===== src/rtl/udma_hyper_arbiter.sv =====
// Round-robin arbiter that picks one uDMA channel request at a time and issues it to the
// HyperBus controller. A watchdog aborts any transfer the controller never completes.
module udma_hyper_arbiter #(
   parameter int unsigned  NB_CH       = 4,
   parameter int unsigned  NB_CS       = 2,
   parameter int unsigned  TRANS_SIZE  = 20,
   parameter int unsigned  TIMEOUT_CYC = 4096,
   localparam int unsigned CSW         = (NB_CS > 1) ? $clog2(NB_CS) : 1,
   localparam int unsigned IW          = (NB_CH > 1) ? $clog2(NB_CH) : 1,
   localparam int unsigned TW          = $clog2(TIMEOUT_CYC + 1)
) (
   input  logic                                sys_clk_i,
   input  logic                                rstn_i,

   input  logic [NB_CH-1:0]                    cfg_ch_en_i,
   input  logic [NB_CH-1:0]                    ch_req_i,
   input  logic [NB_CH-1:0][31:0]              ch_addr_i,
   input  logic [NB_CH-1:0][TRANS_SIZE-1:0]    ch_size_i,
   input  logic [NB_CH-1:0]                    ch_rwn_i,
   input  logic [NB_CH-1:0][CSW-1:0]           ch_cs_i,
   output logic [NB_CH-1:0]                    ch_gnt_o,

   output logic                                trans_valid_o,
   input  logic                                trans_ready_i,
   output logic [31:0]                         trans_addr_o,
   output logic [TRANS_SIZE-1:0]               trans_size_o,
   output logic                                trans_rwn_o,
   output logic [CSW-1:0]                      trans_cs_o,
   output logic [IW-1:0]                       trans_id_o,
   input  logic                                trans_done_i,
   output logic                                trans_abort_o,

   output logic [NB_CH-1:0]                    evt_eot_o,
   output logic [NB_CH-1:0]                    evt_err_o,
   output logic                                busy_o
);

   typedef enum logic [1:0] {StIdle, StIssue, StWait} state_e;

   state_e                  state_q, state_d;
   logic [IW-1:0]           last_q, last_d;
   logic [IW-1:0]           owner_q, owner_d;
   logic [31:0]             addr_q, addr_d;
   logic [TRANS_SIZE-1:0]   size_q, size_d;
   logic                    rwn_q, rwn_d;
   logic [CSW-1:0]          cs_q, cs_d;
   logic [NB_CH-1:0]        gnt_q, gnt_d;
   logic [NB_CH-1:0]        eot_q, eot_d;
   logic [NB_CH-1:0]        err_q, err_d;
   logic                    abort_q, abort_d;
   logic [TW-1:0]           cnt_q, cnt_d;

   logic [NB_CH-1:0]        eligible;
   logic                    win_found;
   logic [IW-1:0]           win_idx;
   logic [IW-1:0]           cand;

   // Round-robin search starting just after the previous winner.
   always_comb begin
      eligible  = ch_req_i & cfg_ch_en_i;
      win_found = 1'b0;
      win_idx   = '0;
      cand      = '0;
      for (int unsigned i = 1; i <= NB_CH; i++) begin
         cand = IW'((32'(last_q) + i) % NB_CH);
         if (!win_found && eligible[cand]) begin
            win_found = 1'b1;
            win_idx   = cand;
         end
      end
   end

   always_comb begin
      state_d = state_q;
      last_d  = last_q;
      owner_d = owner_q;
      addr_d  = addr_q;
      size_d  = size_q;
      rwn_d   = rwn_q;
      cs_d    = cs_q;
      cnt_d   = cnt_q;
      gnt_d   = '0;
      eot_d   = '0;
      err_d   = '0;
      abort_d = 1'b0;
      case (state_q)
         StIdle: begin
            // A grant pulse in flight means its requester still holds req this cycle.
            if (win_found && (gnt_q == '0)) begin
               last_d         = win_idx;
               owner_d        = win_idx;
               addr_d         = ch_addr_i[win_idx];
               size_d         = ch_size_i[win_idx];
               rwn_d          = ch_rwn_i[win_idx];
               cs_d           = ch_cs_i[win_idx];
               gnt_d[win_idx] = 1'b1;
               if (ch_size_i[win_idx] == '0) begin
                  eot_d[win_idx] = 1'b1;
               end else begin
                  state_d = StIssue;
               end
            end
         end
         StIssue: begin
            if (trans_ready_i) begin
               state_d = StWait;
               cnt_d   = '0;
            end
         end
         StWait: begin
            if (cnt_q != TW'(TIMEOUT_CYC)) begin
               cnt_d = cnt_q + TW'(1);
            end
            if (trans_done_i) begin
               eot_d[owner_q] = 1'b1;
               state_d        = StIdle;
            end else if (cnt_q == TW'(TIMEOUT_CYC - 1)) begin
               err_d[owner_q] = 1'b1;
               abort_d        = 1'b1;
               state_d        = StIdle;
            end
         end
         default: state_d = StIdle;
      endcase
   end

   always_ff @(posedge sys_clk_i or negedge rstn_i) begin
      if (!rstn_i) begin
         state_q <= StIdle;
         last_q  <= IW'(NB_CH - 1);
         owner_q <= '0;
         addr_q  <= '0;
         size_q  <= '0;
         rwn_q   <= 1'b0;
         cs_q    <= '0;
         cnt_q   <= '0;
         gnt_q   <= '0;
         eot_q   <= '0;
         err_q   <= '0;
         abort_q <= 1'b0;
      end else begin
         state_q <= state_d;
         last_q  <= last_d;
         owner_q <= owner_d;
         addr_q  <= addr_d;
         size_q  <= size_d;
         rwn_q   <= rwn_d;
         cs_q    <= cs_d;
         cnt_q   <= cnt_d;
         gnt_q   <= gnt_d;
         eot_q   <= eot_d;
         err_q   <= err_d;
         abort_q <= abort_d;
      end
   end

   assign ch_gnt_o      = gnt_q;
   assign trans_valid_o = (state_q == StIssue);
   assign trans_addr_o  = addr_q;
   assign trans_size_o  = size_q;
   assign trans_rwn_o   = rwn_q;
   assign trans_cs_o    = cs_q;
   assign trans_id_o    = owner_q;
   assign trans_abort_o = abort_q;
   assign evt_eot_o     = eot_q;
   assign evt_err_o     = err_q;
   assign busy_o        = (state_q != StIdle);

endmodule


===== config.mk =====
export PLATFORM = sky130hd
export DESIGN_NAME = udma_hyper_arbiter
export DESIGN_NICKNAME = d
export VERILOG_FILES = /design/src/rtl/udma_hyper_arbiter.sv
export SDC_FILE = /design/constraint.sdc
export NUM_CORES = 1
export LEC_CHECK = 0
export BUFFER_PORTS_ARGS = -buffer_cell sky130_fd_sc_hd__buf_2
export CORE_MARGIN = 5
export CORE_UTILIZATION = 45
export DETAILED_ROUTE_END_ITERATION = 8
export PLACE_DENSITY = 0.81
export SLEW_MARGIN = 20
export SYNTH_ARGS = -nofsm -noshare
export SYNTH_HDL_FRONTEND = slang
export SYNTH_SLANG_ARGS = --single-unit

===== constraint.sdc =====
create_clock -name sys_clk_i -period 3.5 [get_ports sys_clk_i]
set_input_delay 0.175 -clock sys_clk_i [delete_from_list [all_inputs] [get_ports sys_clk_i]]
set_output_delay 0.175 -clock sys_clk_i [all_outputs]
set_load 0.005 [all_outputs]

==> impl_summary.md, run 1 <==
Cells and area
The fill cell total of the finished layout is around 980. The number of diodes is 0. The final layout net count is 1,148. The fraction of final layout cells sized beyond drive strength 1 is 0.367. The leading cell type in the layout, fill and taps excluded is buf_2. Once layout is done, the placed cells without fillers occupy 7270 um^2.

The count of placed standard cells in the final layout, fillers left out is 1,066. The post-synthesis to final-layout area growth is 37.8%. At the end of the flow the core is filled with cells to 0.634. The top cell types in the final layout, fill and taps aside, are buf_2, nand2_1, dfrtp_1.

Floorplanning
The initial core utilization is 0.460. Row generation in the floorplan step produced 39 rows. The die is roughly 120 um wide.

The die covers 14,000 um^2. The die extent in y is roughly 120 um. The placeable core region is 11,500 um^2.

The I/O pin count is about 300.

Yosys
During synthesis, Yosys emitted a total of 0 warnings. In the synthesized netlist the dominant register cell turns out to be dfrtp_1. Synthesis produced a netlist with a net count of a little under 900.

Of the synthesized area, sequential elements account for 0.408. Yosys mapped a number of flops with a built-in enable equal to 0. Counting every instance in the synthesized netlist gives between 600 and 700. The post-synthesis cell type count is 42. Synthesis inferred 86 register bits. In this run the mean area of a mapped cell was around 8 um^2. The area of the mapped netlist is between 5000 and 6000 um^2. After synthesis, the share of flip-flops with an asynchronous set or reset is 1.00.

Routing
The iteration-0 DRC count of the detailed router is between 300 and 400. Using the TritonRoute via totals, the vias-per-cell ratio works out to around 5.6. The first detailed-routing pass ran for 5 iterations. The number of DRC violations after detailed routing is 0. Dividing the detail-routed wire length by the instance count gives between 15 and 20 um.

The detailed-route wire length is roughly 19 mm. The final route contains around 6,000 vias. The number of routed nets with antenna violations is 0.

STA
The headroom to the max-slew limit is 0.446. Setup repair after global routing left no endpoint under its margin. In the post-route analysis, the smallest setup slack over all paths is between 0.7 and 0.8 ns.

The smallest clock period supported by the final layout is computed as around 2.7 ns. Setup violations remaining at the end of the flow were counted as 0. The largest clock skew in the final design is 0.0122 ns. The number of max-slew violations in the final report is 0.

Summed over all failing endpoints, the final setup total negative slack is 0 ns. The worst hold slack is between 0.05 and 0.06 ns. Derived from the worst setup path, the maximum achievable clock frequency is 0.367 GHz. For the pin with the worst max-slew slack, the measured transition is between 0.8 and 0.9 ns. Dividing the final minimum period by the clock period gives 0.779. The final hold violation count is 0.

Placed design
Including well taps, the total number of placed cells is around 1,000. Routability-driven placement finished with a final weighted congestion of approximately 0.96. The quantity of I/O buffers inserted on ports is around 300. The HPWL after detailed placement is about 15 mm.

The post-placement setup slack is between 0.7 and 0.8 ns. The post-placement cell area is a little under 7000 um^2.

Clocking
The total of cells resized after clock tree synthesis is 0. The clock transition at the register clock pins on the worst setup and hold paths after CTS is approximately 0.070 ns. The clock latency at the later pin of the worst-skew pair is 0.34 ns. The count of H-tree levels built during CTS is 3. The clock drives between 80 and 90 sinks. The total clock buffers created by CTS is 9. The buffer levels on the longest clock path is 2.

The clock tree from TritonCTS is built. The clock root buffer is clkbuf_16.

Global route
The initial antenna violation count came to 0. The number of global-route vias before repair was around 5,800. The wire length of the first global-routing pass is between 20 and 30 mm. The global route total overflow is 0.

The total global-route track usage is 0.261. Entering global routing, the biggest net connects 74 pins.

Power
The share of total power dissipated in combinational logic is 0.453. The net switching power is ~1.9 mW. The share of total power in the clock network is 0.230. Dividing total power by cell area gives a power density of between 700 and 800 nW/um^2. For this design the static power due to leakage is between 4 and 5 nW.

After layout, the design draws a total of ~5.2 mW. The internal power of the cells totals between 3 and 4 mW. The worst supply voltage drop on vdd is between 800 and 900 uV.

The sequential share of power is 0.317. Of the total power, the share spent switching nets is 0.375.

Critical path
Walking the worst path, the cells encountered are and3_1 -> o22ai_2 -> a221oi_4 -> mux4_2 -> nor4_4 -> a32o_1. The reg-to-reg critical path startpoint is last_q[1]$_DFFE_PN1P_. On the worst path, the slowest cell contributes a delay of approximately 0.63 ns. The startpoint-to-endpoint class of the critical path is reg2reg.

For flop-to-flop paths, the worst setup slack is roughly 0.77 ns. The worst setup path is launched from a register. STA classifies the critical path endpoint as a register.

The critical path arrival is about 3.0 ns. The number of buffer and inverter stages on the critical path is 0. The largest individual stage delay along the critical path comes from the cell dfstp_2. In this run the critical register-to-register path is captured at evt_eot_o[1]$_DFF_PN0_. The required time at the worst-slack endpoint is roughly 3.8 ns.

On the critical path the largest part of the delay comes from compound AO/OA/AOI/OAI gates. The number of cells on the worst reg-to-reg path is 6. The top fanout value on the critical path is 11.

Worst hold path
For hold timing, the worst endpoint is state_q[1]$_DFFE_PN0P_. The worst hold path belongs to the class in2reg. The worst hold path passes through 2 cells. The worst hold path begins at trans_done_i.

Outcome
The run finished with clean final reports.

Run
The count of max-cap constraint violations is 0.
per-layer routing:
layer	track usage	part of all wire	vias to the layer above	wire length (um)
met5	0	0	-	0
met4	0.0903	0.032	0	602
met3	0.0678	0.086	47	1640
met2	0.445	0.50	293	9460
met1	0.319	0.39	2800	7380
li1	-	-	2852	-
logic make-up after synthesis:
family,count (synthesis),synth area share
simple gates,357,0.307
compound gates,131,0.204
flops,86,0.408
buf+inv,57,0.0465
xor+xnor,10,0.0166
mux,4,0.0128
fa+ha+maj,2,0.00474
registers in the layout, indices dropped and copies added (netlist names):
signal / flops
ch_gnt_o: 4
cnt_q: 13
evt_eot_o: 4
evt_err_o: 4
last_q: 2
state_q: 2
trans_abort_o: 1
trans_addr_o: 32
trans_cs_o: 1
trans_id_o: 2
trans_rwn_o: 1
trans_size_o: 20
cell usage after synthesis (2+ instances only):
master	n	area [um^2]
mux2_2	2	22.5
inv_1	8	30.0
nor3_1	8	40.0
or4_1	5	37.5
and3_1	54	338
a21o_1	55	413
a211oi_1	3	22.5
xor2_1	8	70.1
or2_2	2	12.5
dfstp_2	2	52.6
buf_2	7	35.0
a311oi_1	52	455
clkbuf_1	36	135
ha_1	2	25.0
a32o_1	6	60.1
nand3_1	8	40.0
and2_1	3	18.8
xnor2_1	2	17.5
a21oi_1	3	15.0
nand2b_1	2	12.5
nand4_1	4	25.0
buf_4	6	45.0
nor4_1	15	93.8
nor2_1	25	93.8
nor4b_1	2	17.5
mux4_2	2	45.0
o31ai_1	3	22.5
dfrtp_1	84	2100
nand2_1	225	845
area by class of cell:
type                            instances  area (um^2)  area share
Tap cell                              143          179      0.0246
Timing Repair Buffer                  309         1620       0.222
Clock inverter                          7          145      0.0200
Clock buffer                            9          225      0.0310
Sequential cell                        86         2150       0.296
Multi-Input combinational cell        504         2920       0.401
Inverter                                8         30.0     0.00413
worst max path at each step:
stage | from | end | slack [ns] | depth (start not counted)
after floorplan | last_q[1]$_DFFE_PN1P_ | state_q[0]$_DFFE_PN0P_ | 1.04 | 7
after global placement | last_q[1]$_DFFE_PN1P_ | state_q[0]$_DFFE_PN0P_ | 0.84 | 6
after detailed placement | last_q[1]$_DFFE_PN1P_ | evt_eot_o[1]$_DFF_PN0_ | 0.77 | 6
after CTS | last_q[1]$_DFFE_PN1P_ | evt_eot_o[1]$_DFF_PN0_ | 0.75 | 6
after global routing | last_q[1]$_DFFE_PN1P_ | evt_eot_o[1]$_DFF_PN0_ | 0.59 | 6
final | last_q[1]$_DFFE_PN1P_ | evt_eot_o[1]$_DFF_PN0_ | 0.77 | 6
worst reg2reg max path: stages, from the launching register on:
cell,delay (ns)
dfstp_2,0.63
and3_1,0.19
o22ai_2,0.10
a221oi_4,0.58
mux4_2,0.63
nor4_4,0.33
a32o_1,0.20
power groups by stage:
stage	clock [mW]	combinational (mW)	sequential, mW
after floorplan	0	1.41	1.63
after global placement	0	2.31	1.63
after detailed placement	0	2.35	1.64
after CTS	1.21	2.36	1.63
after global routing	1.25	2.57	1.68
final	1.19	2.34	1.63
what timing repair did:
action	CTS	global route
hold buffers	1	0
buffers inserted	0	0
hold endpoints to repair	61	0
Note: power is estimated with default switching activity, not from simulation.
==> run 2, diff against run 1 <==
==> constraint.sdc (replaced) <==
create_clock -name sys_clk_i -period 2.8 [get_ports sys_clk_i]
set_input_delay 0.14 -clock sys_clk_i [delete_from_list [all_inputs] [get_ports sys_clk_i]]
set_output_delay 0.14 -clock sys_clk_i [all_outputs]
set_load 0.005 [all_outputs]
==> run 2 against run 1 <==
Net effect:
- power rose by 19%
- non-clock buffer count rose by 5
- wire length fell by 0.77%
- count of clock-buffer cells in the layout rose by 4
- sequential share of layout area rose by 0.15 points
- combinational power rose by 27%
- cell count rose by 0.56%
- core utilization fell by 0.33 points
- critical path type unchanged
- largest cell class unchanged
==> impl_summary.md, run 2 (synthesis gave the netlist of run 1 again) <==
Floorplanning
The floorplan die area came to 14,000 um^2 (unchanged). The number of core rows is 39 (unchanged). The initial core utilization is 0.460 (unchanged). The die extent in y is 118 um (unchanged).

The horizontal die dimension came to 118 um (unchanged). The placeable core region is 11,500 um^2 (unchanged). The I/O pin count is 299 (unchanged).

Placed design
The total instance count after detailed placement is 1,054 (+0.48%). The quantity of I/O buffers inserted on ports is 298 (unchanged). The post-placement cell area is 6940 um^2 (+0.73%).

The placed wire-length estimate after detailed placement is 14.7 mm (about the same). The final weighted congestion in routability-driven placement is 0.899 (-6.8%).

Outcome
The run finished with clean final reports.

Critical path
The reg-to-reg critical path startpoint is last_q[1]$_DFFE_PN1P_. The startpoint-to-endpoint class of the critical path is reg2reg. The required time at the worst-slack endpoint is 3.07 ns (-0.70 ns). The critical path arrival is 2.76 ns (-0.23 ns). The startpoint type of the worst setup path is a register.

The signal on the critical path passes through and3_1 -> o22ai_2 -> a221oi_4 -> mux4_2 -> nor4_4 -> a32o_1. The startpoint of the worst setup timing path is last_q[1]$_DFFE_PN1P_. For this design, the slowest cell found on the critical path is dfstp_2. The nature of the critical path endpoint is a register. The largest incremental delay on the critical path is 0.63 ns (about the same).

The top fanout value on the critical path is 9 (-2).

STA
The largest clock skew in the final design is 0.00953 ns (-0.00262 ns). The final-layout setup total negative slack is 0 ns (unchanged). The headroom to the max-slew limit is 0.590 (+0.144). The time the final worst path needs with I/O delays and setup is 2.49 ns (-0.238 ns). The total setup violations reported at the end of the flow is 0 (unchanged). The achievable frequency is 0.402 GHz (+9.6%). The post-route clock period utilization was 0.889 (+0.110).

Setup repair after global routing left no endpoint under its margin. The number of max-slew violations in the final report came to 0 (unchanged). The slew of the pin with the lowest slew margin is 0.612 ns (-0.219 ns). The final hold violation count is 0 (unchanged).

Cells and area
The top cell types in the final layout, fill and taps aside, are buf_2, nand2_1, dfrtp_1. The fraction of final layout cells sized beyond drive strength 1 is 0.369 (+0.00125). The total non-filler cell area in the finished layout is 7230 um^2 (-0.52%).

The final layout net count is 1,153 (+0.44%). The number of flip-flops in the largest register was 32 (unchanged). The footprint of the flip-flops and latches is 2150 um^2 (unchanged). The fill cell total of the finished layout is 999 (+1.5%). The leading cell type in the layout, fill and taps excluded is buf_2.

The count of placed standard cells in the final layout, fillers left out is 1,072 (+0.56%). The multi-input gate area in the final layout is 2920 um^2 (unchanged). The post-synthesis to final-layout area growth is 37.0%.

Routing
The detailed-route wire length came to 18.9 mm (-0.77%). The iteration-0 DRC count of the detailed router was 317 (-15%). The average via count per standard cell is 5.61 (-0.16%). The average wire per standard cell is 17.7 um (-1.3%). The number of routed nets with antenna violations came to 0 (unchanged). The first-pass iteration count of the detailed router is 5 (unchanged).

The total vias in the final route is 6,016 (+0.40%). The number of DRC violations after detailed routing is 0 (unchanged).

Clocking
The total of cells resized after clock tree synthesis was 0 (unchanged). The number of buffers inserted by post-CTS setup repair was 0 (unchanged). The clock latency at the later pin of the worst-skew pair was 0.34 ns (about the same).

The buffer levels on the longest clock path was 2 (unchanged). The clock transition at the register clock pins on the worst setup and hold paths after CTS came to 0.07 ns (about the same). The clock root buffer is clkbuf_16. The total clock buffers created by CTS came to 9 (unchanged). The sink count of the clock tree was 86 (unchanged).

TritonCTS built the clock tree. The count of H-tree levels built during CTS is 3 (unchanged).

Worst hold path
The path class of the tightest hold or removal check is in2reg. The worst hold path begins at trans_done_i.

Global route
The global route total overflow is 0 (unchanged). The total global-route track usage is 0.260 (-0.000958). The largest net degree at the start of global routing is 95 (+28%). The wire length of the first global-routing pass is 30.0 mm (+0.18%).

The initial antenna violation count is 1 (+1). The number of global-route vias before repair was 5,954 (+2.7%).

Power
The cell leakage power is 4.05 nW (-0.40%). The worst supply voltage drop on vdd is 961 uV (+19%). The total power divided by cell area is 848 nW/um^2 (+19%).

Run
The count of max-cap constraint violations is 0 (unchanged).
run 2: changes by cell type in the layout (fill, tap and decap cells not counted), sizes merged:
cell and delta:
buf +5, bufinv -4, clkbuf +4, clkinvlp +1
diode +1, inv -1
run 2: final cells by class:
| type | instances | area share |
|---|---|---|
| well taps | 143 | 0.0247 |
| repair buffers | 314 | 0.231 |
| multi-input cells | 504 | 0.403 |
| flip-flops and latches | 86 | 0.298 |
| diodes | 1 | 0.000346 |
| clock inverters | 3 | 0.00277 |
| clock buffers | 13 | 0.0360 |
| inverters | 8 | 0.00415 |
run 2: metrics by stage:
| step | power, mW | util | setup WS, ns | hold slack (ns) |
|---|---|---|---|---|
| finish | 6.13 | 0.630 | 0.312 | 0.0224 |
| global route | 6.55 | 0.630 | 0.135 | 0.0124 |
| global placement | 4.95 | 0.605 | 0.409 | 0.155 |
| CTS | 6.16 | 0.630 | 0.311 | 0.0118 |
| floorplan | 3.80 | - | 0.343 | -0.156 |
| detailed placement | 5.03 | 0.605 | 0.327 | 0.154 |
run 2: path summary, 6_finish.rpt:
kind	slack, ns	endpoint	depth (start not counted)
max	0.31	evt_eot_o[3]$_DFF_PN0_	6
min	0.02	state_q[1]$_DFFE_PN0P_	2
max reg2reg	0.31	evt_eot_o[3]$_DFF_PN0_	6
min reg2reg	0.47	trans_addr_o[23]$_DFFE_PN0P_	1
max in group asynchronous	1.78	last_q[0]$_DFFE_PN1P_	3
min in group asynchronous	0.32	trans_addr_o[30]$_DFFE_PN0P_	2
run 2: power breakdown:
group	switching [mW]	internal, mW	total, mW	leakage (nW)
Clock	0.475	0.649	1.12	0.132
Combinational	1.62	1.35	2.97	2.82
Sequential	0.299	1.74	2.04	1.10
run 2: metal layers:
metal | track usage | part of all wire | up-vias
met3 | 0.0602 | 0.079 | 36
met4 | 0.100 | 0.030 | 0
met1 | 0.314 | 0.40 | 2836
li1 | - | - | 2866
met5 | 0 | 0 | -
met2 | 0.449 | 0.49 | 278
run 2: what timing repair did:
action / 4_1_cts / 5_1_grt
endpoints found under the hold margin: 37 / 0
endpoints found under the setup margin: 0 / 0
hold buffers: 1 / 0
run 2: worst max-delay path: cells and delay by family (launching register included):
kind | cells | cell delay (ns)
compound gates | 3 | 0.64
flops | 1 | 0.63
mux | 1 | 0.60
simple gates | 2 | 0.55
==> run 3, diff against run 2 <==
--- a/config.mk
+++ b/config.mk
@@ -7,9 +7,10 @@
 export LEC_CHECK = 0
 export BUFFER_PORTS_ARGS = -buffer_cell sky130_fd_sc_hd__buf_2
 export CORE_MARGIN = 5
-export CORE_UTILIZATION = 45
+export CORE_UTILIZATION = 41
+export CTS_BUF_LIST = sky130_fd_sc_hd__clkbuf_8 sky130_fd_sc_hd__clkbuf_16
 export DETAILED_ROUTE_END_ITERATION = 8
-export PLACE_DENSITY = 0.81
+export PLACE_DENSITY = 0.78
 export SLEW_MARGIN = 20
 export SYNTH_ARGS = -nofsm -noshare
 export SYNTH_HDL_FRONTEND = slang
==> constraint.sdc (replaced) <==
create_clock -name sys_clk_i -period 2.1 [get_ports sys_clk_i]
set_input_delay 0.105 -clock sys_clk_i [delete_from_list [all_inputs] [get_ports sys_clk_i]]
set_output_delay 0.105 -clock sys_clk_i [all_outputs]
set_load 0.005 [all_outputs]
==> run 3 against run 2 <==
Net effect:
- the flow now finishes with violations (setup timing)
- non-clock buffer count is 28 higher
- critical endpoint is now state_q[0]$_DFFE_PN0P_
- highest routed layer is now met5
- first-iteration DRC count up 13%
- combinational power up 49%
- core utilization decreased by 1.3 points
==> impl_summary.md, run 3 (synthesis gave the netlist of run 1 again) <==
Placed design
The quantity of I/O buffers inserted on ports is 298 (unchanged). The final weighted congestion in routability-driven placement is 0.916 (+1.9%). The post-placement cell area is 7120 um^2 (+2.6%). The placed wire-length estimate after detailed placement is 14.8 mm (+0.69%).

Global route
The largest net degree at the start of global routing is 67 (-29%). The wire length of the first global-routing pass was 30.5 mm (+1.7%). The total global-route track usage was 0.258 (-0.00158).

The global route total overflow came to 0 (unchanged). The initial antenna violation count came to 1 (unchanged). The number of global-route vias before repair is 6,116 (+2.7%).

Critical path
The largest incremental delay on the critical path was 0.59 ns (-0.04 ns). The startpoint type of the worst setup path is a register. Traced cell by cell, the critical path runs through and3_4 -> o22ai_4 -> a221oi_4 -> mux4_2 -> nor4_4 -> buf_4 -> o22ai_1. The required time at the worst-slack endpoint is 2.32 ns (-0.75 ns). The nature of the critical path endpoint is a register.

For this design, the slowest cell found on the critical path is mux4_2. In this run the critical register-to-register path is launched from last_q[1]$_DFFE_PN1P_. The critical path in this run is classified as reg2reg. The category of cells accounting for the largest share of critical-path delay is multiplexers. The number of buffer and inverter stages on the critical path came to 1 (+1). The top fanout value on the critical path came to 5 (-4). The critical path arrival is 2.53 ns (-0.23 ns). The startpoint of the worst setup timing path is last_q[1]$_DFFE_PN1P_.

STA
The achievable frequency came to 0.432 GHz (+7.6%). The number of max-slew violations in the final report is 0 (unchanged). The slew of the pin with the lowest slew margin was 0.639 ns (+0.0273 ns). The setup slack of the critical path after layout came to -0.213 ns (-0.525 ns). Setup repair after global routing could not meet its margin everywhere. The largest clock skew in the final design is 0.00931 ns (-0.000222 ns). The final hold violation count was 0 (unchanged). The total setup violations reported at the end of the flow is 61 (+61). The headroom to the max-slew limit came to 0.574 (-0.0163). The time the final worst path needs with I/O delays and setup is 2.31 ns (-0.175 ns). The post-route clock period utilization is 1.10 (+0.213).

Clocking
The clock transition at the register clock pins on the worst setup and hold paths after CTS is 0.07 ns (about the same). The sink count of the clock tree came to 86 (unchanged). TritonCTS built the clock tree. The total clock buffers created by CTS was 9 (unchanged).

The clock latency at the later pin of the worst-skew pair is 0.35 ns (about the same). The cell sitting at the root of the clock tree is a clkbuf_16. The buffer levels on the longest clock path is 2 (unchanged). The count of H-tree levels built during CTS is 3 (unchanged).

Routing
The average via count per standard cell was 5.47 (-2.6%). The total vias in the final route is 6,161 (+2.4%). The met1 routed wirelength after detailed routing was 7.61 mm (+1.0%). The number of DRC violations after detailed routing is 0 (unchanged). The highest metal layer with signal wires is met5.

The first-pass iteration count of the detailed router is 5 (unchanged). The detailed-route wire length is 20.1 mm (+6.2%). The average wire per standard cell is 17.9 um (+1.1%). The routed length on met2 was 10.0 mm (+6.9%). The iteration-0 DRC count of the detailed router is 359 (+13%). The length of routed met3 wiring is 1.56 mm (+4.8%). The number of routed nets with antenna violations is 0 (unchanged).

Floorplanning
The number of core rows was 41 (+5.1%). The floorplan die area is 15,200 um^2 (+8.9%). The I/O pin count came to 299 (unchanged). The initial core utilization is 0.418 (-0.0420). The horizontal die dimension is 123 um (+4.4%). The die extent in y was 123 um (+4.4%). The placeable core region is 12,600 um^2 (+10%).

Outcome
The checks that failed: setup timing. The run finished, with violations left.

Cells and area
The number of flip-flops in the largest register came to 32 (unchanged). The fraction of final layout cells sized beyond drive strength 1 came to 0.407 (+0.0388). The top cell types in the final layout, fill and taps aside, are buf_2, nand2_1, dfrtp_1. The number of diodes is 0 (-1). The final layout net count is 1,181 (+2.4%). Relative to the synthesized area, the layout overhead comes to 47.7%. The total non-filler cell area in the finished layout was 7790 um^2 (+7.8%).

Leaving out fill and tap cells, the most frequent cell in the layout is buf_2.

Run
The count of max-cap constraint violations is 0 (unchanged).

Power
The overall power is 8.78 mW (+43%). The cell leakage power is 4.29 nW (+5.8%). The total power divided by cell area is 1130 nW/um^2 (+33%). The worst supply voltage drop on vdd is 546 uV (-43%).

Worst hold path
The type of the most critical hold path is in2reg. The startpoint identified for the worst hold timing path is ch_addr_i[95].
run 3: area by class of cell:
| type | instances | area [um^2] |
|---|---|---|
| Timing Repair Buffer | 342 | 2060 |
| Fill cell | 1142 | 4830 |
| Multi-Input combinational cell | 504 | 3030 |
| Clock inverter | 6 | 70.1 |
| Tap cell | 172 | 215 |
| Clock buffer | 9 | 225 |
| Inverter | 8 | 30.0 |
| Sequential cell | 86 | 2150 |
run 3: what timing repair did:
action	in CTS	in global routing
resized for setup	24	13
endpoints found under the hold margin	44	0
gates cloned	4	1
pin swaps	6	4
buffers inserted	10	0
setup endpoints to repair	59	66
hold buffers	3	0
run 3: through the flow:
step | setup WS [ns] | util | setup TNS, ns | hold WS, ns | instances
detailed placement | -0.325 | 0.564 | -9.50 | 0.169 | 1094
floorplan | -0.309 | - | -1.85 | -0.191 | 647
finish | -0.213 | 0.618 | -8.82 | 0.148 | 1127
global placement | -0.279 | 0.564 | -6.00 | 0.162 | 1094
CTS | -0.223 | 0.611 | -8.18 | 0.141 | 1126
global route | -0.322 | 0.618 | -13.93 | 0.157 | 1127
run 3: worst reg2reg max path: cells and delay by family, from the launching register on:
kind	cells	cell delay [ns]
flip-flops	1	0.55
buffers and inverters	1	0.17
AND/OR/NAND/NOR	2	0.39
AO/OA/AOI/OAI	3	0.48
multiplexers	1	0.59
run 3: final timing paths:
path | cells after the start | slack (ns) | to
min in group asynchronous | 2 | 0.32 | evt_err_o[0]$_DFF_PN0_
max in group asynchronous | 3 | 1.13 | trans_addr_o[7]$_DFFE_PN0P_
max reg2reg | 7 | -0.21 | state_q[0]$_DFFE_PN0P_
max | 7 | -0.21 | state_q[0]$_DFFE_PN0P_
min reg2reg | 1 | 0.47 | trans_rwn_o$_DFFE_PN0P_
min | 4 | 0.15 | trans_addr_o[31]$_DFFE_PN0P_
run 3: power by group:
part | internal (mW) | total (mW) | switching [mW]
Combinational | 2.12 | 4.43 | 2.30
Clock | 0.924 | 1.62 | 0.700
Sequential | 2.32 | 2.73 | 0.409
run 3: metal layers:
metal,GRT usage,up-vias
met3,0.0631,64
met2,0.436,284
li1,-,2919
met4,0.133,2
met5,0,-
met1,0.304,2892
